===== src/rtl/spi_pkg.sv =====
// Shared SPI register map: addresses, STATUS/CTRL bit positions and mode encodings.
// Used by both spi_slave and spi_master.
package spi_pkg;

   localparam logic [3:0] ADDR_STATUS   = 4'h0;
   localparam logic [3:0] ADDR_DATA_OUT = 4'h1;
   localparam logic [3:0] ADDR_DATA_IN  = 4'h2;
   localparam logic [3:0] ADDR_CTRL     = 4'h3;

   localparam int CTRL_CPHA   = 0;
   localparam int CTRL_CPOL   = 1;
   localparam int CTRL_EN     = 2;
   localparam int CTRL_INT_EN = 3;

   localparam int STAT_BUSY     = 0;
   localparam int STAT_RX_FULL  = 1;
   localparam int STAT_OVERRUN  = 2;
   localparam int STAT_TX_EMPTY = 3;

   typedef enum logic [1:0] {
      MODE0 = 2'd0,
      MODE1 = 2'd1,
      MODE2 = 2'd2,
      MODE3 = 2'd3
   } spi_mode_e;

endpackage


===== src/rtl/spi_slave_if.sv =====
// CPU register port of the SPI peripherals: strobe, direction, address, data and interrupt.
interface spi_slave_if;

   logic       i_en;
   logic       i_wr;
   logic [3:0] i_addr;
   logic [7:0] i_data;
   logic [7:0] o_data;
   logic       o_int;

   modport slave (
      input  i_en, i_wr, i_addr, i_data,
      output o_data, o_int
   );

   modport master (
      output i_en, i_wr, i_addr, i_data,
      input  o_data, o_int
   );

endinterface


===== src/rtl/spi_sync.sv =====
// N-flop synchronizer for an asynchronous input, with a selectable reset level.
module spi_sync #(
   parameter int   STAGES  = 2,
   parameter logic RST_VAL = 1'b0
) (
   input  logic i_clk,
   input  logic i_rst_n,
   input  logic i_d,
   output logic o_q
);

   logic [STAGES-1:0] sync_q;
   logic [STAGES-1:0] sync_d;

   always_comb begin
      sync_d = {sync_q[STAGES-2:0], i_d};
   end

   // NOTE: state is written with <= so every flop samples pre-edge values; = here would collapse the chain.
   always_ff @(posedge i_clk or negedge i_rst_n) begin
      if (!i_rst_n) sync_q <= {STAGES{RST_VAL}};
      else          sync_q <= sync_d;
   end

   assign o_q = sync_q[STAGES-1];

endmodule


===== src/rtl/spi_slave.sv =====
// SPI sub peripheral: synchronizes the external SCLK/SS_bar/MOSI into i_clk, shifts
// MSB-first in all four modes and exposes a byte-wide CPU register port with an interrupt.
module spi_slave
   import spi_pkg::*;
#(
   parameter int         CLK_FREQ    = 48_000_000,
   parameter int         SYNC_STAGES = 2,
   parameter logic [7:0] TX_IDLE     = 8'hFF
) (
   input  logic        i_clk,
   input  logic        i_rst_n,
   input  logic        i_SCLK,
   input  logic        i_SS_bar,
   input  logic        i_MOSI,
   output logic        o_MISO,
   output logic        o_MISO_oe,
   spi_slave_if.slave  bus
);

   if (SYNC_STAGES < 2 || CLK_FREQ < 8) begin : g_cfg_check
      $error("spi_slave: SYNC_STAGES must be >= 2 and CLK_FREQ >= 8");
   end

   logic sclk_s, ss_bar_s, mosi_s;

   spi_sync #(.STAGES(SYNC_STAGES), .RST_VAL(1'b0)) u_sync_sclk (
      .i_clk(i_clk), .i_rst_n(i_rst_n), .i_d(i_SCLK), .o_q(sclk_s));
   spi_sync #(.STAGES(SYNC_STAGES), .RST_VAL(1'b1)) u_sync_ss (
      .i_clk(i_clk), .i_rst_n(i_rst_n), .i_d(i_SS_bar), .o_q(ss_bar_s));
   spi_sync #(.STAGES(SYNC_STAGES), .RST_VAL(1'b0)) u_sync_mosi (
      .i_clk(i_clk), .i_rst_n(i_rst_n), .i_d(i_MOSI), .o_q(mosi_s));

   logic       sclk_prev_q, sclk_prev_d;
   logic       ss_prev_q, ss_prev_d;
   logic [3:0] ctrl_q, ctrl_d;
   spi_mode_e  mode_q, mode_d;
   logic       xfer_q, xfer_d;
   logic [2:0] bit_cnt_q, bit_cnt_d;
   logic [7:0] tx_shift_q, tx_shift_d;
   logic [7:0] rx_shift_q, rx_shift_d;
   logic [7:0] rx_reg_q, rx_reg_d;
   logic       rx_full_q, rx_full_d;
   logic       overrun_q, overrun_d;
   logic [7:0] tx_hold_q, tx_hold_d;
   logic       tx_empty_q, tx_empty_d;
   logic [7:0] rdata_q, rdata_d;
   logic       int_q, int_d;

   logic ss_fall, ss_rise, sclk_rise, sclk_fall, leading, trailing;
   logic active, sample, shift, byte_done, select_start, reload;
   logic rd, wr, rd_data_in, ovr_set, busy;
   logic [7:0] rx_byte;

   always_comb begin
      ss_fall   = ss_prev_q & ~ss_bar_s;
      ss_rise   = ~ss_prev_q & ss_bar_s;
      sclk_rise = ~sclk_prev_q & sclk_s;
      sclk_fall = sclk_prev_q & ~sclk_s;
      leading   = mode_q[CTRL_CPOL] ? sclk_fall : sclk_rise;
      trailing  = mode_q[CTRL_CPOL] ? sclk_rise : sclk_fall;

      active       = xfer_q & ctrl_q[CTRL_EN] & ~ss_bar_s;
      sample       = active & (mode_q[CTRL_CPHA] ? trailing : leading);
      // The first shift edge of a byte is skipped: its MSB is already on MISO from the load.
      shift        = active & (bit_cnt_q != 3'd0) & (mode_q[CTRL_CPHA] ? leading : trailing);
      byte_done    = sample & (bit_cnt_q == 3'd7);
      select_start = ss_fall & ctrl_q[CTRL_EN];
      reload       = select_start | byte_done;
      rx_byte      = {rx_shift_q[6:0], mosi_s};

      rd         = bus.i_en & ~bus.i_wr;
      wr         = bus.i_en & bus.i_wr;
      rd_data_in = rd & (bus.i_addr == ADDR_DATA_IN);
      busy       = ~ss_bar_s & (bit_cnt_q != 3'd0);
   end

   always_comb begin
      // NOTE: every always_comb output takes a default first so no path can infer a latch.
      sclk_prev_d = sclk_s;
      ss_prev_d   = ss_bar_s;
      ctrl_d      = ctrl_q;
      mode_d      = mode_q;
      xfer_d      = xfer_q;
      bit_cnt_d   = bit_cnt_q;
      tx_shift_d  = tx_shift_q;
      rx_shift_d  = rx_shift_q;
      rx_reg_d    = rx_reg_q;
      rx_full_d   = rx_full_q;
      overrun_d   = overrun_q;
      tx_hold_d   = tx_hold_q;
      tx_empty_d  = tx_empty_q;
      rdata_d     = rdata_q;
      ovr_set     = 1'b0;
      int_d       = byte_done & ctrl_q[CTRL_INT_EN];

      if (ss_rise) begin
         xfer_d    = 1'b0;
         bit_cnt_d = 3'd0;
      end
      if (select_start) begin
         xfer_d    = 1'b1;
         mode_d    = spi_mode_e'(ctrl_q[1:0]);
         bit_cnt_d = 3'd0;
      end
      if (sample) begin
         rx_shift_d = rx_byte;
         bit_cnt_d  = bit_cnt_q + 3'd1;
      end
      if (shift) tx_shift_d = {tx_shift_q[6:0], 1'b0};

      // Read side effects come first so a coincident byte completion wins.
      if (rd && bus.i_addr == ADDR_STATUS) overrun_d = 1'b0;
      if (rd_data_in)                      rx_full_d = 1'b0;

      if (byte_done) begin
         if (!rx_full_q || rd_data_in) begin
            rx_reg_d  = rx_byte;
            rx_full_d = 1'b1;
         end else begin
            ovr_set   = 1'b1;
            overrun_d = 1'b1;
         end
      end

      if (reload) begin
         tx_shift_d = tx_empty_q ? TX_IDLE : tx_hold_q;
         tx_empty_d = 1'b1;
      end

      if (wr) begin
         case (bus.i_addr)
            ADDR_DATA_OUT: begin
               tx_hold_d  = bus.i_data;
               tx_empty_d = 1'b0;
            end
            ADDR_CTRL: ctrl_d = bus.i_data[3:0];
            default: ;
         endcase
      end

      if (rd) begin
         case (bus.i_addr)
            ADDR_STATUS:  rdata_d = {4'b0, tx_empty_q, overrun_q | ovr_set, rx_full_q, busy};
            ADDR_DATA_IN: rdata_d = rx_reg_q;
            ADDR_CTRL:    rdata_d = {4'b0, ctrl_q};
            default:      rdata_d = 8'h00;
         endcase
      end
   end

   always_ff @(posedge i_clk or negedge i_rst_n) begin
      if (!i_rst_n) begin
         sclk_prev_q <= 1'b0;
         ss_prev_q   <= 1'b1;
         ctrl_q      <= 4'h0;
         mode_q      <= MODE0;
         xfer_q      <= 1'b0;
         bit_cnt_q   <= 3'd0;
         tx_shift_q  <= 8'h00;
         rx_shift_q  <= 8'h00;
         rx_reg_q    <= 8'h00;
         rx_full_q   <= 1'b0;
         overrun_q   <= 1'b0;
         tx_hold_q   <= 8'h00;
         tx_empty_q  <= 1'b1;
         rdata_q     <= 8'h00;
         int_q       <= 1'b0;
      end else begin
         sclk_prev_q <= sclk_prev_d;
         ss_prev_q   <= ss_prev_d;
         ctrl_q      <= ctrl_d;
         mode_q      <= mode_d;
         xfer_q      <= xfer_d;
         bit_cnt_q   <= bit_cnt_d;
         tx_shift_q  <= tx_shift_d;
         rx_shift_q  <= rx_shift_d;
         rx_reg_q    <= rx_reg_d;
         rx_full_q   <= rx_full_d;
         overrun_q   <= overrun_d;
         tx_hold_q   <= tx_hold_d;
         tx_empty_q  <= tx_empty_d;
         rdata_q     <= rdata_d;
         int_q       <= int_d;
      end
   end

   assign o_MISO     = tx_shift_q[7];
   assign o_MISO_oe  = ctrl_q[CTRL_EN] & ~ss_bar_s;
   assign bus.o_data = rdata_q;
   assign bus.o_int  = int_q;

endmodule


===== src/flat_wrapper.sv =====
// flat-port wrapper written by rule: the top's interface ports become plain ports
module spi_slave_flat import spi_pkg::*;
#(
   parameter int         CLK_FREQ    = 48_000_000,
   parameter int         SYNC_STAGES = 2,
   parameter logic [7:0] TX_IDLE     = 8'hFF
)
  (i_clk, i_rst_n, i_SCLK, i_SS_bar, i_MOSI, o_MISO, o_MISO_oe, bus_i_en, bus_i_wr, bus_i_addr, bus_i_data, bus_o_data, bus_o_int);
  spi_slave_if bus_i ();
  input  logic i_clk;
  input  logic i_rst_n;
  input  logic i_SCLK;
  input  logic i_SS_bar;
  input  logic i_MOSI;
  output logic o_MISO;
  output logic o_MISO_oe;
  input wire logic [$bits(bus_i.i_en)-1:0] bus_i_en;
  input wire logic [$bits(bus_i.i_wr)-1:0] bus_i_wr;
  input wire logic [$bits(bus_i.i_addr)-1:0] bus_i_addr;
  input wire logic [$bits(bus_i.i_data)-1:0] bus_i_data;
  output wire logic [$bits(bus_i.o_data)-1:0] bus_o_data;
  output wire logic [$bits(bus_i.o_int)-1:0] bus_o_int;
  assign bus_i.i_en = bus_i_en;
  assign bus_i.i_wr = bus_i_wr;
  assign bus_i.i_addr = bus_i_addr;
  assign bus_i.i_data = bus_i_data;
  assign bus_o_data = bus_i.o_data;
  assign bus_o_int = bus_i.o_int;
  spi_slave #(.CLK_FREQ(CLK_FREQ), .SYNC_STAGES(SYNC_STAGES), .TX_IDLE(TX_IDLE)) u_core (.i_clk(i_clk), .i_rst_n(i_rst_n), .i_SCLK(i_SCLK), .i_SS_bar(i_SS_bar), .i_MOSI(i_MOSI), .o_MISO(o_MISO), .o_MISO_oe(o_MISO_oe), .bus(bus_i));
endmodule

===== config.mk =====
export PLATFORM = sky130hd
export DESIGN_NAME = spi_slave_flat
export DESIGN_NICKNAME = d
export VERILOG_FILES = /design/src/rtl/spi_pkg.sv /design/src/rtl/spi_slave_if.sv /design/src/rtl/spi_sync.sv /design/src/rtl/spi_slave.sv /design/src/flat_wrapper.sv
export SDC_FILE = /design/constraint.sdc
export NUM_CORES = 1
export LEC_CHECK = 0
export CAP_MARGIN = 0
export CELL_PAD_IN_SITES_DETAIL_PLACEMENT = 1
export CELL_PAD_IN_SITES_GLOBAL_PLACEMENT = 1
export CORE_AREA = 10 10 104 106
export DETAILED_ROUTE_END_ITERATION = 6
export DIE_AREA = 0 0 114 116
export HOLD_SLACK_MARGIN = 0.06
export PLACE_DENSITY = 0.68
export SLEW_MARGIN = 15
export SYNTH_ARGS = -nofsm -noshare
export SYNTH_HDL_FRONTEND = slang
export SYNTH_HIERARCHICAL = 1
export SYNTH_SLANG_ARGS = --single-unit
export TNS_END_PERCENT = 30

===== constraint.sdc =====
create_clock -name i_clk -period 5.1 [get_ports i_clk]
set_clock_uncertainty 0.1 [all_clocks]
set_input_delay 0.51 -clock i_clk [delete_from_list [all_inputs] [get_ports i_clk]]
set_output_delay 0.51 -clock i_clk [all_outputs]
set_load 0.005 [all_outputs]

=== After elaboration in Yosys (flattened, before gate mapping) ===
Cells that the tools add are included.

* Output and inout bits: 11
* Word-level logic and storage cells: 82
* Register bits after elaboration: 61

* Add/sub/neg operators: 1
* Bitwise operators: 24
* Mux-type cells: 24
* Equal/unequal tests: 4
* Reductions and logical operators: 11

{| class="wikitable"
|+ Operators by type and width
! operator !! count
|-
| 8-bit two-way mux || 3
|-
| 8-bit case mux with 3 select lines || 1
|-
| 1-bit AND || 17
|-
| 1-bit two-way mux || 17
|-
| 3-bit two-way mux || 3
|-
| 4-bit by 2-bit equality test with 1-bit output, second input constant || 2
|-
| 2-bit AND reduction || 3
|-
| 3-bit nonzero test || 2
|-
| 1-bit inverter || 5
|-
| 4-bit by 1-bit equality test with 1-bit output, second input constant || 1
|-
| 4-bit zero test || 1
|-
| 2-bit nonzero test || 2
|-
| 3-bit by 1-bit adder with 3-bit output, second input constant || 1
|-
| 3-bit equality test, second input constant || 1
|-
| 1-bit bitwise OR || 2
|-
| 1-bit logical AND || 1
|-
| 1-bit zero test || 1
|-
| 1-bit logical OR || 1
|}

=== Longest topological paths before layout ===
* Depth in word-level cells: 10
* Depth in mapped cells: 7
* Gate-level depth less buffers: 6

=== Modules after synthesis ===
The synthesis kept the hierarchy.

{| class="wikitable"
|+ Modules (own cells, without submodules)
! module !! area each (um2) !! sequential area each (um2) !! times used !! cells each
|-
| spi_slave || 2439.8 || 1378.8 || 1 || 191
|-
| spi_sync at u_core.u_sync_mosi ... || 50.0 || 50.0 || 2 || 2
|-
| spi_sync at u_core.u_sync_ss || 52.6 || 52.6 || 1 || 2
|}

=== Worst setup path before layout ===
No wires, ideal clock.

* Path type: input to register
* Start: input bus_i_wr
* End: register u_core.rx_reg_q[0]
* Buffers on the path: 2
* Data required time: 4875 ps
* Stages: 7
* Slack: 3002 ps
* Arrival time: 1873 ps
* Setup time: 125 ps
* Cell sequence: nand2b_1 -> buf_6 -> or3_1 -> buf_6 -> o21ai_4 -> nand3_4 -> mux2_4

* Word-level cells in the longest chain between the ends: 5

{| class="wikitable"
|+ Ends and longest elaborated chain
! item !! RTL line !! source
|-
| start: declaration || flat_wrapper.sv:18 || <nowiki>input wire logic [$bits(bus_i.i_wr)-1:0] bus_i_wr;</nowiki>
|-
| 1-bit inverter || spi_slave.sv:71 || <nowiki>rd = bus.i_en & ~bus.i_wr;</nowiki>
|-
| 1-bit AND || spi_slave.sv:71 ||
|-
| 1-bit AND || spi_slave.sv:73 || <nowiki>rd_data_in = rd & (bus.i_addr == ADDR_DATA_IN);</nowiki>
|-
| 1-bit logical OR || spi_slave.sv:116 || <nowiki>if (!rx_full_q || rd_data_in) begin</nowiki>
|-
| 2-bit AND reduction (no line) || -- ||
|-
| end signal: assignment || spi_slave.sv:177 || <nowiki>rx_reg_q <= rx_reg_d;</nowiki>
|-
| end: declaration || spi_slave.sv:41 || <nowiki>logic [7:0] rx_reg_q, rx_reg_d;</nowiki>
|}

Every way passes these cells.
A chain may end at the register's enable or synchronous reset.

=== Worst setup path in the final report ===
* Start: register u_core.mode_q[1]
* End: register u_core.rx_reg_q[5]

* Word-level cells in the longest chain between the ends: 5
* Elaborated cells between the ends (all ways): 6
* Those cells by class: mux: 3; bitwise: 2; reduce/logical: 1

{| class="wikitable"
|+ Ends and longest elaborated chain
! item !! RTL line !! source
|-
| start: declaration || spi_slave.sv:36 || <nowiki>spi_mode_e mode_q, mode_d;</nowiki>
|-
| start signal: assignment || spi_slave.sv:172 || <nowiki>mode_q <= mode_d;</nowiki>
|-
| 1-bit two-way mux (on tied branches) || spi_slave.sv:59, spi_slave.sv:60 ||
|-
| 1-bit two-way mux * || spi_slave.sv:63 || <nowiki>sample = active & (mode_q[CTRL_CPHA] ? trailing : leading);</nowiki>
|-
| 1-bit AND * || spi_slave.sv:63 ||
|-
| 1-bit AND * || spi_slave.sv:66 || <nowiki>byte_done = sample & (bit_cnt_q == 3'd7);</nowiki>
|-
| 2-bit AND reduction (no line) * || -- ||
|}

Every way passes the cells marked *; elsewhere a longest branch is shown, timed or not.

==> qor.yml <==
power_and_ir_drop:
  peakVddDrop_mv: 0.1271
  p_comb_frac: 0.125
  p_sw_frac: 0.2500
  power_density_mw_per_mm2: 378.0
  p_int_uw: 901.6
  leakage_uw: 0.001464
  power_frac_seq: 0.497
  p_switching_uw: 300.6
  finalPower_uw: 1202
  clock_power_share: 0.378
synth:
  syn-cell-area_mm2: 0.002592
  synth_top_family_by_area: "multiplexers"
  synth_compound_area_frac: 0.08108
  synth.area.mux_share: 0.1935
  syn_avg_cell_area_um2: 13.16
  synth-main-ff-cell: "dfrtp_1"
  ys_types: 36
  synth_seq_cells: 61
  async_flop_share: 1.000
  synthXorXnorAreaFrac: 0.003378
  synth_fp_nets: 219
  syn_inst: 197
  synth-simple-area-share: 0.09122
  synth_warnings: 6
  yosysSeqAreaShare: 0.5907
  synthAdderAreaFrac: 0.01448
  synth_edf_count: 0
cts:
  htree_levels: 3
  hold_buffers: 0
  insertion_delay_ns: 0.34
  cts_root_buf: "clkbuf_8"
  cts_buffers: 9
  post_cts_buffers: 0
  clock_sinks: 61
  post_cts_resized: 0
  clockBufferDepth: 2
  cts_tree: "built"
  clkTransAtPathRegs_ns: 0.07
timing:
  worst-slew-pin-transition_ns: 0.7711
  slew_headroom: 0.4859
  fin_crit_sh: 0.4990
  min_period_ns: 2.545
  holdWs_ns: 0.2276
  fmax_mhz: 393.0
  hold_violations: 0
  setup_violations: 0
  tns_ns: 0
  drv_slew: 0
  grt_setup_unrepaired: "false"
routing:
  post_drt_wl_per_cell_um: 16.38
  viasPerCell: 4.713
  drtPass1Iterations: 4
  route.vias.total: 1612
  detail-route-antenna-nets: 0
  routed_wl_um: 5602
  post-route-drc-count: 0
  initialDrtViolationCount: 49
worst_setup_path:
  reg2reg_depth: 5
  required_ns: 5.22
  path_max_fanout: 16
  r2r_setup_slack_ns: 2.56
  r2r-end: "u_core/rx_reg_q[5]"
  crit_arrival_ns: 2.67
  crit_path_start_kind: "register"
  critPathLaunch: "u_core/mode_q[1]"
  r2r_start: "u_core/mode_q[1]"
  crit_type: "reg -> reg"
  end_kind: "register"
die:
  fp.coreArea_mm2: 0.008678
  fp.dieH_um: 116
  ios: 30
  fp.dieArea_mm2: 0.01322
  rows: 34
  initial_utilization: 0.2987
  die_w_um: 114
place:
  place_area_mm2: 0.002969
  hpwl_um: 3859
  gp_congestion: 0.7240
  port_buffers: 29
  place_inst: 326
global_routing:
  grt_pass1_vias: 1719
  grt_pass1_wl_um: 9301
  track_usage: 0.09077
  antenna_found_initial: 0
  grt_max_degree: 62
  grt_overflow: 0
layout:
  final_common_cell: "dfrtp_1"
  syn_to_final_growth_pct: 22.68
  layout.nets: 251
  antenna_cells: 0
  fill_cells: 926
  fin_cells: 342
  layout_common_cells: "dfrtp_1, clkdlybuf4s50_1, mux2_2, nand2_1, clkbuf_8"
  fin_area_mm2: 0.003181
  final_layout_size_suffix_gt1_frac: 0.2436
outcome:
  status: "finished clean"
run:
  cap_violations: 0
hold_path:
  min_path_type: "in -> async"
Yosys cell counts, types with 5 or more instances:
cell	n	area share
mux2_4	8	0.046
dfrtp_1	57	0.55
nor2_1	6	0.0087
mux2i_1	10	0.039
o21ai_0	6	0.012
nor3_1	7	0.014
nand2_1	15	0.022
mux2_2	25	0.11
nand2b_1	5	0.012
a21oi_1	9	0.017
sequential cells by signal, summed over array words and instances, names as in the netlist, 3 cells and up:
register           cells
u_core/rx_reg_q        8
u_core/tx_hold_q       8
u_core/bus.o_data      8
u_core/rx_shift_q      7
u_core/ctrl_q          4
u_core/tx_shift_q      8
u_core/bit_cnt_q       3
per-stage QoR:
stage,worst slack [ns],utilization
after global placement,2.370,0.3421
after CTS,2.497,0.3665
final,2.555,0.3665
after detailed placement,2.277,0.3421
after global routing,2.360,0.3665
after floorplan,3.002,-
worst max path at each step:
stage,endpoint,cells after the start
2_1_floorplan,u_core/rx_reg_q[0],7
3_3_place_gp,u_core/rx_reg_q[7],6
3_5_place_dp,u_core/rx_reg_q[5],6
4_1_cts,u_core/rx_reg_q[5],5
5_1_grt,u_core/rx_reg_q[5],5
6_report,u_core/rx_reg_q[5],5
metal layers:
| layer | wire length (um) | vias to the layer above | global-route usage |
|---|---|---|---|
| li1 | - | 761 | - |
| met2 | 2521 | 22 | 0.1321 |
| met5 | 0 | - | 0 |
| met3 | 231 | 13 | 0.02946 |
| met1 | 2700 | 816 | 0.1129 |
| met4 | 148 | 0 | 0.06015 |
layout make-up:
| class | instances | area, um^2 | area share |
|---|---|---|---|
| clock buffer | 13 | 168.9 | 0.05311 |
| clock inverter | 3 | 42.54 | 0.01338 |
| inverter | 4 | 15.01 | 0.004721 |
| timing repair buffer | 30 | 292.8 | 0.09205 |
| multi-input combinational | 123 | 994.7 | 0.3127 |
| tap | 108 | 135.1 | 0.04249 |
| sequential | 61 | 1531 | 0.4815 |
worst max-delay path, stage by stage (launching register included):
cell	delay [ns]
dfrtp_1	0.40
xnor2_1	0.29
mux2i_1	0.29
and3_1	0.67
nand3_4	0.31
mux2_4	0.37
power groups by stage:
stage               logic (uW)  clock network, uW  registers (uW)
finish                     150                454             597
detailed placement         152                  0             607
global placement           148                  0             604
CTS                        155                472             599
global route               170                496             609
floorplan                  106                  0             589
logic make-up after synthesis:
kind of cell,count (synthesis)
flip-flops,61
AO/OA/AOI/OAI,30
adder cells (fa/ha/maj),3
buffers and inverters,13
XOR/XNOR,1
multiplexers,43
AND/OR/NAND/NOR,46
(Power assumes the default switching activity.)
